==> config.mk <==
export PLATFORM = sky130hd
export DESIGN_NAME = ps2_scan_decoder_flat
export DESIGN_NICKNAME = d
export VERILOG_FILES = /design/src/rtl/ps2_scan_decoder_if.sv /design/src/rtl/ps2_scan_decoder.sv /design/src/flat_wrapper.sv
export SDC_FILE = /design/constraint.sdc
export NUM_CORES = 1
export LEC_CHECK = 0
export BUFFER_PORTS_ARGS = -buffer_cell sky130_fd_sc_hd__buf_4
export CORE_UTILIZATION = 40
export DETAILED_ROUTE_END_ITERATION = 7
export MAX_ROUTING_LAYER = met4
export SYNTH_ARGS = -nofsm -noshare
export SYNTH_HDL_FRONTEND = slang
export SYNTH_SLANG_ARGS = --single-unit
==> constraint.sdc <==
create_clock -name Clk -period 2.4 [get_ports Clk]
set_input_delay 0.6 -clock Clk [delete_from_list [all_inputs] [get_ports Clk]]
set_output_delay 0.6 -clock Clk [all_outputs]
set_load 0.01 [all_outputs]
==> src/rtl/ps2_scan_decoder_if.sv <==
// PS/2 keyboard line inputs and decoded key/byte outputs of ps2_scan_decoder.
// slave = the decoder, master = whatever drives the PS/2 lines and consumes the key outputs.
interface ps2_scan_decoder_if;
  logic       PS2_CLK;
  logic       PS2_DAT;
  logic [7:0] key_value;
  logic       key_ext;
  logic       make_strobe;
  logic       byte_valid;
  logic [7:0] byte_data;
  logic       frame_err;

  modport slave (
    input  PS2_CLK, PS2_DAT,
    output key_value, key_ext, make_strobe, byte_valid, byte_data, frame_err
  );

  modport master (
    output PS2_CLK, PS2_DAT,
    input  key_value, key_ext, make_strobe, byte_valid, byte_data, frame_err
  );
endinterface

==> src/rtl/ps2_scan_decoder.sv <==
// PS/2 frame receiver with E0/F0 prefix stripping; presents the currently held key.
// Define PS2_PARITY_CHECK_EN to drop bytes whose odd parity fails.
module ps2_scan_decoder #(
  parameter int FILTER_LEN  = 8,
  parameter int TIMEOUT_CYC = 100000
) (
  input  logic                Clk,
  input  logic                Reset,
  ps2_scan_decoder_if.slave   ps2
);

  localparam int FW = (FILTER_LEN  > 1) ? $clog2(FILTER_LEN)  : 1;
  localparam int TW = (TIMEOUT_CYC > 1) ? $clog2(TIMEOUT_CYC) : 1;

  typedef enum logic [1:0] {S_IDLE, S_RX, S_DONE} state_t;

  logic          r_clk_s1, r_clk_s2, r_dat_s1, r_dat_s2;
  logic          r_clk_filt, r_clk_filt_d;
  logic [FW-1:0] r_flt_cnt;
  logic          w_fall;

  state_t        r_state, w_state_next;
  logic [3:0]    r_cnt;
  logic [7:0]    r_shift;
  logic [TW-1:0] r_tmo_cnt;
  logic          r_ext, r_brk;
  logic [7:0]    r_key_value, r_byte_data;
  logic          r_key_ext, r_frame_err;

  logic          w_cnt_clr, w_cnt_inc, w_load_byte, w_err, w_clr_prefix, w_tmo_hit;
  logic          w_is_e0, w_is_f0;

`ifdef PS2_PARITY_CHECK_EN
  logic          r_parity;
  logic          w_par_ok;
  assign w_par_ok = ^{r_shift, r_parity};
`endif

  // NOTE: sequential state uses non-blocking (<=) so every flop samples pre-edge values.
  always_ff @(posedge Clk) begin
    if (Reset) begin
      r_clk_s1     <= 1'b0;
      r_clk_s2     <= 1'b0;
      r_dat_s1     <= 1'b0;
      r_dat_s2     <= 1'b0;
      r_clk_filt   <= 1'b0;
      r_clk_filt_d <= 1'b0;
      r_flt_cnt    <= '0;
    end else begin
      r_clk_s1     <= ps2.PS2_CLK;
      r_clk_s2     <= r_clk_s1;
      r_dat_s1     <= ps2.PS2_DAT;
      r_dat_s2     <= r_dat_s1;
      r_clk_filt_d <= r_clk_filt;
      // Filtered clock follows only after FILTER_LEN consecutive differing samples.
      if (r_clk_s2 == r_clk_filt) begin
        r_flt_cnt <= '0;
      end else if (r_flt_cnt == FW'(FILTER_LEN - 1)) begin
        r_clk_filt <= r_clk_s2;
        r_flt_cnt  <= '0;
      end else begin
        r_flt_cnt <= r_flt_cnt + FW'(1);
      end
    end
  end

  assign w_fall    = r_clk_filt_d & ~r_clk_filt;
  assign w_tmo_hit = (r_tmo_cnt == TW'(TIMEOUT_CYC - 1));

  always_ff @(posedge Clk) begin
    if (Reset) r_state <= S_IDLE;
    else       r_state <= w_state_next;
  end

  // NOTE: every always_comb output gets a default first, so no path can infer a latch.
  always_comb begin
    w_state_next = r_state;
    w_cnt_clr    = 1'b0;
    w_cnt_inc    = 1'b0;
    w_load_byte  = 1'b0;
    w_err        = 1'b0;
    w_clr_prefix = 1'b0;
    case (r_state)
      S_IDLE: begin
        if (w_fall && !r_dat_s2) begin
          w_state_next = S_RX;
          w_cnt_clr    = 1'b1;
        end
      end
      S_RX: begin
        // A fall in the expiry cycle takes priority over the timeout.
        if (w_fall) begin
          if (r_cnt == 4'd9) begin
            if (!r_dat_s2) begin
              w_err        = 1'b1;
              w_state_next = S_IDLE;
            end
`ifdef PS2_PARITY_CHECK_EN
            else if (!w_par_ok) begin
              w_err        = 1'b1;
              w_state_next = S_IDLE;
            end
`endif
            else begin
              w_load_byte  = 1'b1;
              w_state_next = S_DONE;
            end
          end else begin
            w_cnt_inc = 1'b1;
          end
        end else if (w_tmo_hit) begin
          w_err        = 1'b1;
          w_clr_prefix = 1'b1;
          w_state_next = S_IDLE;
        end
      end
      S_DONE:  w_state_next = S_IDLE;
      default: w_state_next = S_IDLE;
    endcase
  end

  assign w_is_e0 = (r_byte_data == 8'hE0);
  assign w_is_f0 = (r_byte_data == 8'hF0);

  always_ff @(posedge Clk) begin
    if (Reset) begin
      r_cnt       <= '0;
      r_shift     <= '0;
      r_tmo_cnt   <= '0;
      r_ext       <= 1'b0;
      r_brk       <= 1'b0;
      r_key_value <= '0;
      r_key_ext   <= 1'b0;
      r_byte_data <= '0;
      r_frame_err <= 1'b0;
`ifdef PS2_PARITY_CHECK_EN
      r_parity    <= 1'b0;
`endif
    end else begin
      if (w_cnt_clr)      r_cnt <= '0;
      else if (w_cnt_inc) r_cnt <= r_cnt + 4'd1;

      if (r_state == S_RX && w_fall && r_cnt < 4'd8)
        r_shift <= {r_dat_s2, r_shift[7:1]};
`ifdef PS2_PARITY_CHECK_EN
      if (r_state == S_RX && w_fall && r_cnt == 4'd8)
        r_parity <= r_dat_s2;
`endif

      if (r_state == S_RX && !w_fall) r_tmo_cnt <= r_tmo_cnt + TW'(1);
      else                            r_tmo_cnt <= '0;

      r_frame_err <= w_err;
      if (w_load_byte) r_byte_data <= r_shift;

      if (w_clr_prefix) begin
        r_ext <= 1'b0;
        r_brk <= 1'b0;
      end else if (r_state == S_DONE) begin
        if (w_is_e0) begin
          r_ext <= 1'b1;
        end else if (w_is_f0) begin
          r_brk <= 1'b1;
        end else if (r_brk) begin
          // Only the break of the currently held key releases it.
          if ({r_ext, r_byte_data} == {r_key_ext, r_key_value}) begin
            r_key_value <= '0;
            r_key_ext   <= 1'b0;
          end
          r_ext <= 1'b0;
          r_brk <= 1'b0;
        end else begin
          r_key_value <= r_byte_data;
          r_key_ext   <= r_ext;
          r_ext       <= 1'b0;
        end
      end
    end
  end

  assign ps2.key_value   = r_key_value;
  assign ps2.key_ext     = r_key_ext;
  assign ps2.byte_valid  = (r_state == S_DONE);
  assign ps2.byte_data   = r_byte_data;
  assign ps2.make_strobe = (r_state == S_DONE) && !w_is_e0 && !w_is_f0 && !r_brk;
  assign ps2.frame_err   = r_frame_err;

endmodule

==> src/flat_wrapper.sv <==
// flat-port wrapper written by rule: the top's interface ports become plain ports
module ps2_scan_decoder_flat 
#(
  parameter int FILTER_LEN  = 8,
  parameter int TIMEOUT_CYC = 100000
)
  (Clk, Reset, ps2_PS2_CLK, ps2_PS2_DAT, ps2_key_value, ps2_key_ext, ps2_make_strobe, ps2_byte_valid, ps2_byte_data, ps2_frame_err);
  ps2_scan_decoder_if ps2_i ();
  input  logic Clk;
  input  logic Reset;
  input wire logic [$bits(ps2_i.PS2_CLK)-1:0] ps2_PS2_CLK;
  input wire logic [$bits(ps2_i.PS2_DAT)-1:0] ps2_PS2_DAT;
  output wire logic [$bits(ps2_i.key_value)-1:0] ps2_key_value;
  output wire logic [$bits(ps2_i.key_ext)-1:0] ps2_key_ext;
  output wire logic [$bits(ps2_i.make_strobe)-1:0] ps2_make_strobe;
  output wire logic [$bits(ps2_i.byte_valid)-1:0] ps2_byte_valid;
  output wire logic [$bits(ps2_i.byte_data)-1:0] ps2_byte_data;
  output wire logic [$bits(ps2_i.frame_err)-1:0] ps2_frame_err;
  assign ps2_i.PS2_CLK = ps2_PS2_CLK;
  assign ps2_i.PS2_DAT = ps2_PS2_DAT;
  assign ps2_key_value = ps2_i.key_value;
  assign ps2_key_ext = ps2_i.key_ext;
  assign ps2_make_strobe = ps2_i.make_strobe;
  assign ps2_byte_valid = ps2_i.byte_valid;
  assign ps2_byte_data = ps2_i.byte_data;
  assign ps2_frame_err = ps2_i.frame_err;
  ps2_scan_decoder #(.FILTER_LEN(FILTER_LEN), .TIMEOUT_CYC(TIMEOUT_CYC)) u_core (.Clk(Clk), .Reset(Reset), .ps2(ps2_i));
endmodule
==> results.py, run 1 <==
metrics = {
    "critical_path": {
        "crit_type": "flip-flop to output port",
        "critPathLaunch": "u_core.ps2.byte_data[0]",
        "critPathTopFamily": "simple AND/OR/NAND/NOR gates",
        "critPathLaunchType": "flip-flop",
        "required_ns": 1.80,
        "rr_startpoint": "u_core.r_cnt[0]",
        "cp_num_buf_inv": 2,
        "ff2ff_setup_slack_ns": 0.73,
        "cp_max_fo": 5,
        "critPathMaxStageDelay_ns": 0.59,
        "path_cells": "or4_4 -> o211ai_4 -> inv_1 -> buf_4",
        "end_kind": "output port",
        "slowest_stage": "or4_4",
        "arrival_ns": 1.66,
    },
    "floorplanning": {
        "rows": 28,
        "die_w_um": 81.8,
        "top_level_ports": 24,
        "core-area_um2": 6030,
        "die_y_um": 81.8,
        "start_util": 0.422,
        "die-area_um2": 6690,
    },
    "place": {
        "dpl_cell_area_um2": 2790,
        "placedCellCount": 349,
        "numPortBuffers": 23,
        "gp_congestion": 0.787,
        "dpl_worst_slack_ns": 0.489,
        "dp_hpwl_mm": 3.20,
    },
    "route": {
        "drc": 0,
        "via_count": 1818,
        "wirelength_mm": 4.60,
        "wl_per_cell_um": 12.6,
        "vias_per_cell": 4.98,
        "drt_iter0_drc": 61,
        "ant_nets": 0,
        "firstDrtPassIters": 4,
    },
    "final_layout": {
        "fin_area_um2": 2990,
        "fin_nets": 294,
        "utilization": 0.496,
        "drive_above_1_share": 0.183,
        "final-instance-count-excl-fill": 365,
        "syn2layout_area_growth_pct": 17.5,
        "diodes": 0,
        "n_fill_cell": 596,
    },
    "logic_synthesis": {
        "netlist_instances": 258,
        "synth-compound-area-share": 0.0619,
        "netlist_top_cells_count": "dfxtp_1, nor2_1, xnor2_1, mux2i_1, nand3b_1",
        "synth_area_leaders": "dfxtp_1, xnor2_1, mux2i_1, nor2_1, o2bb2ai_1",
        "syn_area_um2": 2540,
        "synth_edf_count": 0,
        "yosys_warnings": 0,
        "synth_ff_type": "dfxtp_1",
        "synth_area_per_cell_um2": 9.86,
        "async_flop_share": 0,
        "synth_seq_cells": 60,
        "synth_top_family_by_area": "simple AND/OR/NAND/NOR gates",
        "muxShareOfSynthArea": 0.0669,
        "synthSimpleGateAreaFrac": 0.256,
        "post-synth-top-area-fraction": 0.472,
        "synth_top_cell_by_area": "dfxtp_1",
        "synth.distinct_cells": 40,
        "synthXorXnorAreaFrac": 0.0929,
        "synth_most_common_cell": "dfxtp_1",
        "ys_seq_area_frac": 0.472,
        "syn-num-nets": 267,
        "synthAdderAreaFrac": 0.0246,
    },
    "timing": {
        "hold_violations": 0,
        "fin_setup_tns_ns": 0,
        "hold_ws_ns": 0.443,
        "fmax_ghz": 0.442,
        "relSlewSlack": 0.580,
        "finalSetupViolCount": 0,
        "rsz0062_at_grt": "false",
        "report.final.slew_viol_count": 0,
        "worstMarginPinSlew_ns": 0.627,
        "skew_ns": 0.00676,
        "fin_ws_ns": 0.139,
        "fin_crit_sh": 0.942,
        "finalCriticalPeriod_ns": 2.26,
    },
    "clocking": {
        "cts_buffer_depth": 2,
        "cts_root_buf": "clkbuf_8",
        "clkSinkCount": 60,
        "clk_pin_slew_worst_paths_ns": 0.07,
        "post_cts_resized": 0,
        "cts-hold-fix-buffers": 0,
        "cts_tree": "yes",
        "clkLatencyLatePin_ns": 0.33,
        "cts_max_level": 3,
        "numCtsBuffers": 9,
        "post_cts_buffers": 0,
    },
    "global_route": {
        "grt_usage": 0.153,
        "grt_max_degree": 42,
        "antenna_found_initial": 0,
        "first_global_vias": 1599,
        "overflow": 0,
        "grt_pass1_wl_mm": 7.42,
    },
    "power_and_ir_drop": {
        "powerDensity_nw_per_um2": 645,
        "vdd_drop_max_mv": 0.351,
        "leakagePower_nw": 1.04,
        "total_power_mw": 1.93,
    },
    "worst_hold_path": {
        "hp-start": "u_core.r_clk_s1",
        "hold_class": "flip-flop to flip-flop",
    },
    "flow_run": {
        "cap_violations": 0,
    },
    "outcome": {
        "outcome": "finished, final reports clean",
    },
}
## flip-flops by register name, indices dropped and copies added, names as in the netlist, 2 cells and up
signal,count
u_core.r_tmo_cnt,17
u_core.r_shift,8
u_core.ps2.key_value,8
u_core.ps2.byte_data,8
u_core.r_state,2
u_core.r_flt_cnt,3
u_core.r_cnt,4
## report_power, final
group	leakage [nW]	switching [mW]	internal [mW]
registers	0.484	0.00182	0.999
clock network	0.102	0.376	0.533
logic	0.450	0.0119	0.00853
## layout make-up
cell class	count	area, um^2	share of cell area
Sequential cell	60	1200	0.402
Multi-Input combinational cell	182	1280	0.428
Inverter	7	26.3	0.00879
Timing Repair Buffer	25	188	0.0628
Clock inverter	4	47.5	0.0159
Clock buffer	12	155	0.0519
Tap cell	75	93.8	0.0314
## per-layer routing
layer,GRT usage,vias to the layer above,share of wire
met5,-,-,0
met4,0.0526,0,0.014
met3,0.0611,6,0.050
met2,0.236,35,0.44
met1,0.179,829,0.49
li1,-,948,-
## cells by family after synthesis
kind of cell,Yosys count
AOI/OAI and AO/OA,19
muxes,17
DFF,60
and+or+nand+nor,114
xor gates and xnor gates,27
buffers and inverters,16
adders and majority gates,5
## path summary, 6_finish.rpt
check	end	depth (start not counted)
max	ps2_make_strobe	4
min	u_core.r_clk_s2	1
max reg2reg	u_core.ps2.byte_data[0]	5
min reg2reg	u_core.r_clk_s2	1
## cell usage in the layout (no fill, tap or decap), drive strengths merged, types with 7 or more instances in the layout
| cell type | Yosys | layout |
|---|---|---|
| nand3 | 8 | 8 |
| mux2i | 17 | 17 |
| nor2b | 8 | 8 |
| nor3 | 7 | 7 |
| inv | 7 | 7 |
| nor4 | 10 | 10 |
| xnor2 | 21 | 21 |
| buf | 3 | 25 |
| nand4 | 7 | 7 |
| nand3b | 11 | 11 |
| nor2 | 40 | 40 |
| dfxtp | 60 | 60 |
| o2bb2ai | 9 | 9 |
| clkbuf | 6 | 12 |
Note: power is estimated with default switching activity, not from simulation.
==> run 2: changes to the inputs <==
- CORE_MARGIN: unset -> 8
==> run 2 against run 1 <==
Effect of this change:
- critical path depth did not move
- first-iteration DRC count shrank 1.6%
- die area up 37%
- total power is 5.2% lower
- via count shrank 0.11%
- clock power shrank 11%
- highest routed layer unchanged
- setup slack improved by 0.0048 ns
- largest power group unchanged
- register-to-register slack about the same
==> results.py, run 2 (synthesis results as in run 1) <==
metrics = {
    "critical_path": {
        "end_kind": "output port",
        "crit_type": "flip-flop to output port",
        "arrival_ns": 1.66,
        "ff2ff_setup_slack_ns": 0.72,
        "required_ns": 1.80,
        "cp_max_fo": 5,
        "critPathLaunchType": "flip-flop",
    },
    "route": {
        "ant_nets": 0,
        "via_count": 1816,
        "wl_per_cell_um": 13.2,
        "vias_per_cell": 4.98,
        "drc": 0,
        "drt_iter0_drc": 60,
        "wirelength_mm": 4.81,
        "firstDrtPassIters": 4,
    },
    "clocking": {
        "clkLatencyLatePin_ns": 0.33,
        "post_cts_buffers": 0,
        "cts_buffer_depth": 2,
        "cts_max_level": 3,
        "cts_tree": "yes",
        "clk_pin_slew_worst_paths_ns": 0.06,
        "cts_root_buf": "clkbuf_8",
        "cts-hold-fix-buffers": 0,
        "numCtsBuffers": 9,
        "clkSinkCount": 60,
        "post_cts_resized": 0,
    },
    "place": {
        "dpl_worst_slack_ns": 0.494,
        "numPortBuffers": 23,
        "gp_congestion": 0.766,
        "dp_hpwl_mm": 3.33,
    },
    "floorplanning": {
        "core-area_um2": 6240,
        "die_y_um": 95.8,
        "top_level_ports": 24,
        "die-area_um2": 9170,
        "rows": 29,
        "die_w_um": 95.8,
        "start_util": 0.408,
    },
    "power_and_ir_drop": {
        "leakagePower_nw": 1.03,
        "powerDensity_nw_per_um2": 617,
        "vdd_drop_max_mv": 0.347,
        "total_power_mw": 1.83,
    },
    "global_route": {
        "grt_pass1_wl_mm": 8.53,
        "overflow": 0,
        "grt_use_met1": 0.133,
        "grt-busiest-layer": "met2",
        "antenna_found_initial": 0,
        "grt_usage": 0.123,
        "first_global_vias": 1874,
        "grt_use_met2": 0.191,
        "grt_max_degree": 42,
        "grt_util_met3": 0.0562,
    },
    "timing": {
        "fin_setup_tns_ns": 0,
        "fin_crit_sh": 0.940,
        "rsz0062_at_grt": "false",
        "skew_ns": 0.00465,
        "relSlewSlack": 0.559,
        "fin_ws_ns": 0.144,
        "hold_violations": 0,
        "finalSetupViolCount": 0,
        "finalCriticalPeriod_ns": 2.26,
        "hold_ws_ns": 0.435,
        "fmax_ghz": 0.443,
        "report.final.slew_viol_count": 0,
        "worstMarginPinSlew_ns": 0.659,
    },
    "final_layout": {
        "utilization": 0.475,
        "regMostFlops": "u_core.r_tmo_cnt",
        "fin_nets": 294,
        "syn2layout_area_growth_pct": 16.5,
        "final_cell_mix": "dfxtp_1, nor2_1, buf_4",
        "diodes": 0,
        "drive_above_1_share": 0.181,
        "n_fill_cell": 599,
        "largest_reg_flops": 17,
        "final_common_cell": "dfxtp_1",
    },
    "flow_run": {
        "cap_violations": 0,
    },
    "worst_hold_path": {
        "hold_class": "flip-flop to flip-flop",
    },
    "outcome": {
        "outcome": "finished, final reports clean",
    },
}
==> run 2: cell count changes in the layout (fill, tap and decap cells not counted), sizes merged <==
cell,before,now
clkinvlp,1,0
bufinv,1,0
==> run 2: per-stage QoR <==
| stage | instance area (um^2) | std cells |
|---|---|---|
| 2_1_floorplan | 2540 | 258 |
| 3_3_place_gp | 2790 | 351 |
| 3_5_place_dp | 2790 | 351 |
| 4_1_cts | 2970 | 365 |
| 5_1_grt | 2970 | 365 |
| 6_report | 2970 | 365 |
==> run 2: metal layers <==
layer,part of all wire,routed length [um]
met4,0.019,89
met3,0.059,285
met1,0.46,2230
met5,0,0
met2,0.46,2200
==> run 2: layout make-up <==
| type | instances | area (um^2) | share of cell area |
|---|---|---|---|
| multi-input combinational | 182 | 1280 | 0.431 |
| tap | 77 | 96.3 | 0.0325 |
| sequential | 60 | 1200 | 0.405 |
| clock buffer | 12 | 165 | 0.0557 |
| clock inverter | 2 | 10.0 | 0.00338 |
| inverter | 7 | 26.3 | 0.00886 |
| timing repair buffer | 25 | 188 | 0.0633 |
==> run 2: critical path: stages, from the launching register on <==
cell	delay, ns
dfxtp_1	0.35
or4_4	0.59
o211ai_4	0.20
inv_1	0.05
buf_4	0.14
==> run 2: final timing paths <==
| path | start | end | cells past startpoint |
|---|---|---|---|
| min | u_core.r_dat_s1 | u_core.r_dat_s2 | 1 |
| max reg2reg | u_core.r_cnt[0] | u_core.ps2.byte_data[3] | 5 |
| min reg2reg | u_core.r_dat_s1 | u_core.r_dat_s2 | 1 |
| max | u_core.ps2.byte_data[0] | ps2_make_strobe | 4 |
==> run 2: power by group <==
| part | internal, mW | leakage, nW | switching, mW |
|---|---|---|---|
| Combinational | 0.00852 | 0.450 | 0.0121 |
| Clock | 0.444 | 0.0941 | 0.364 |
| Sequential | 1.00 | 0.484 | 0.00155 |
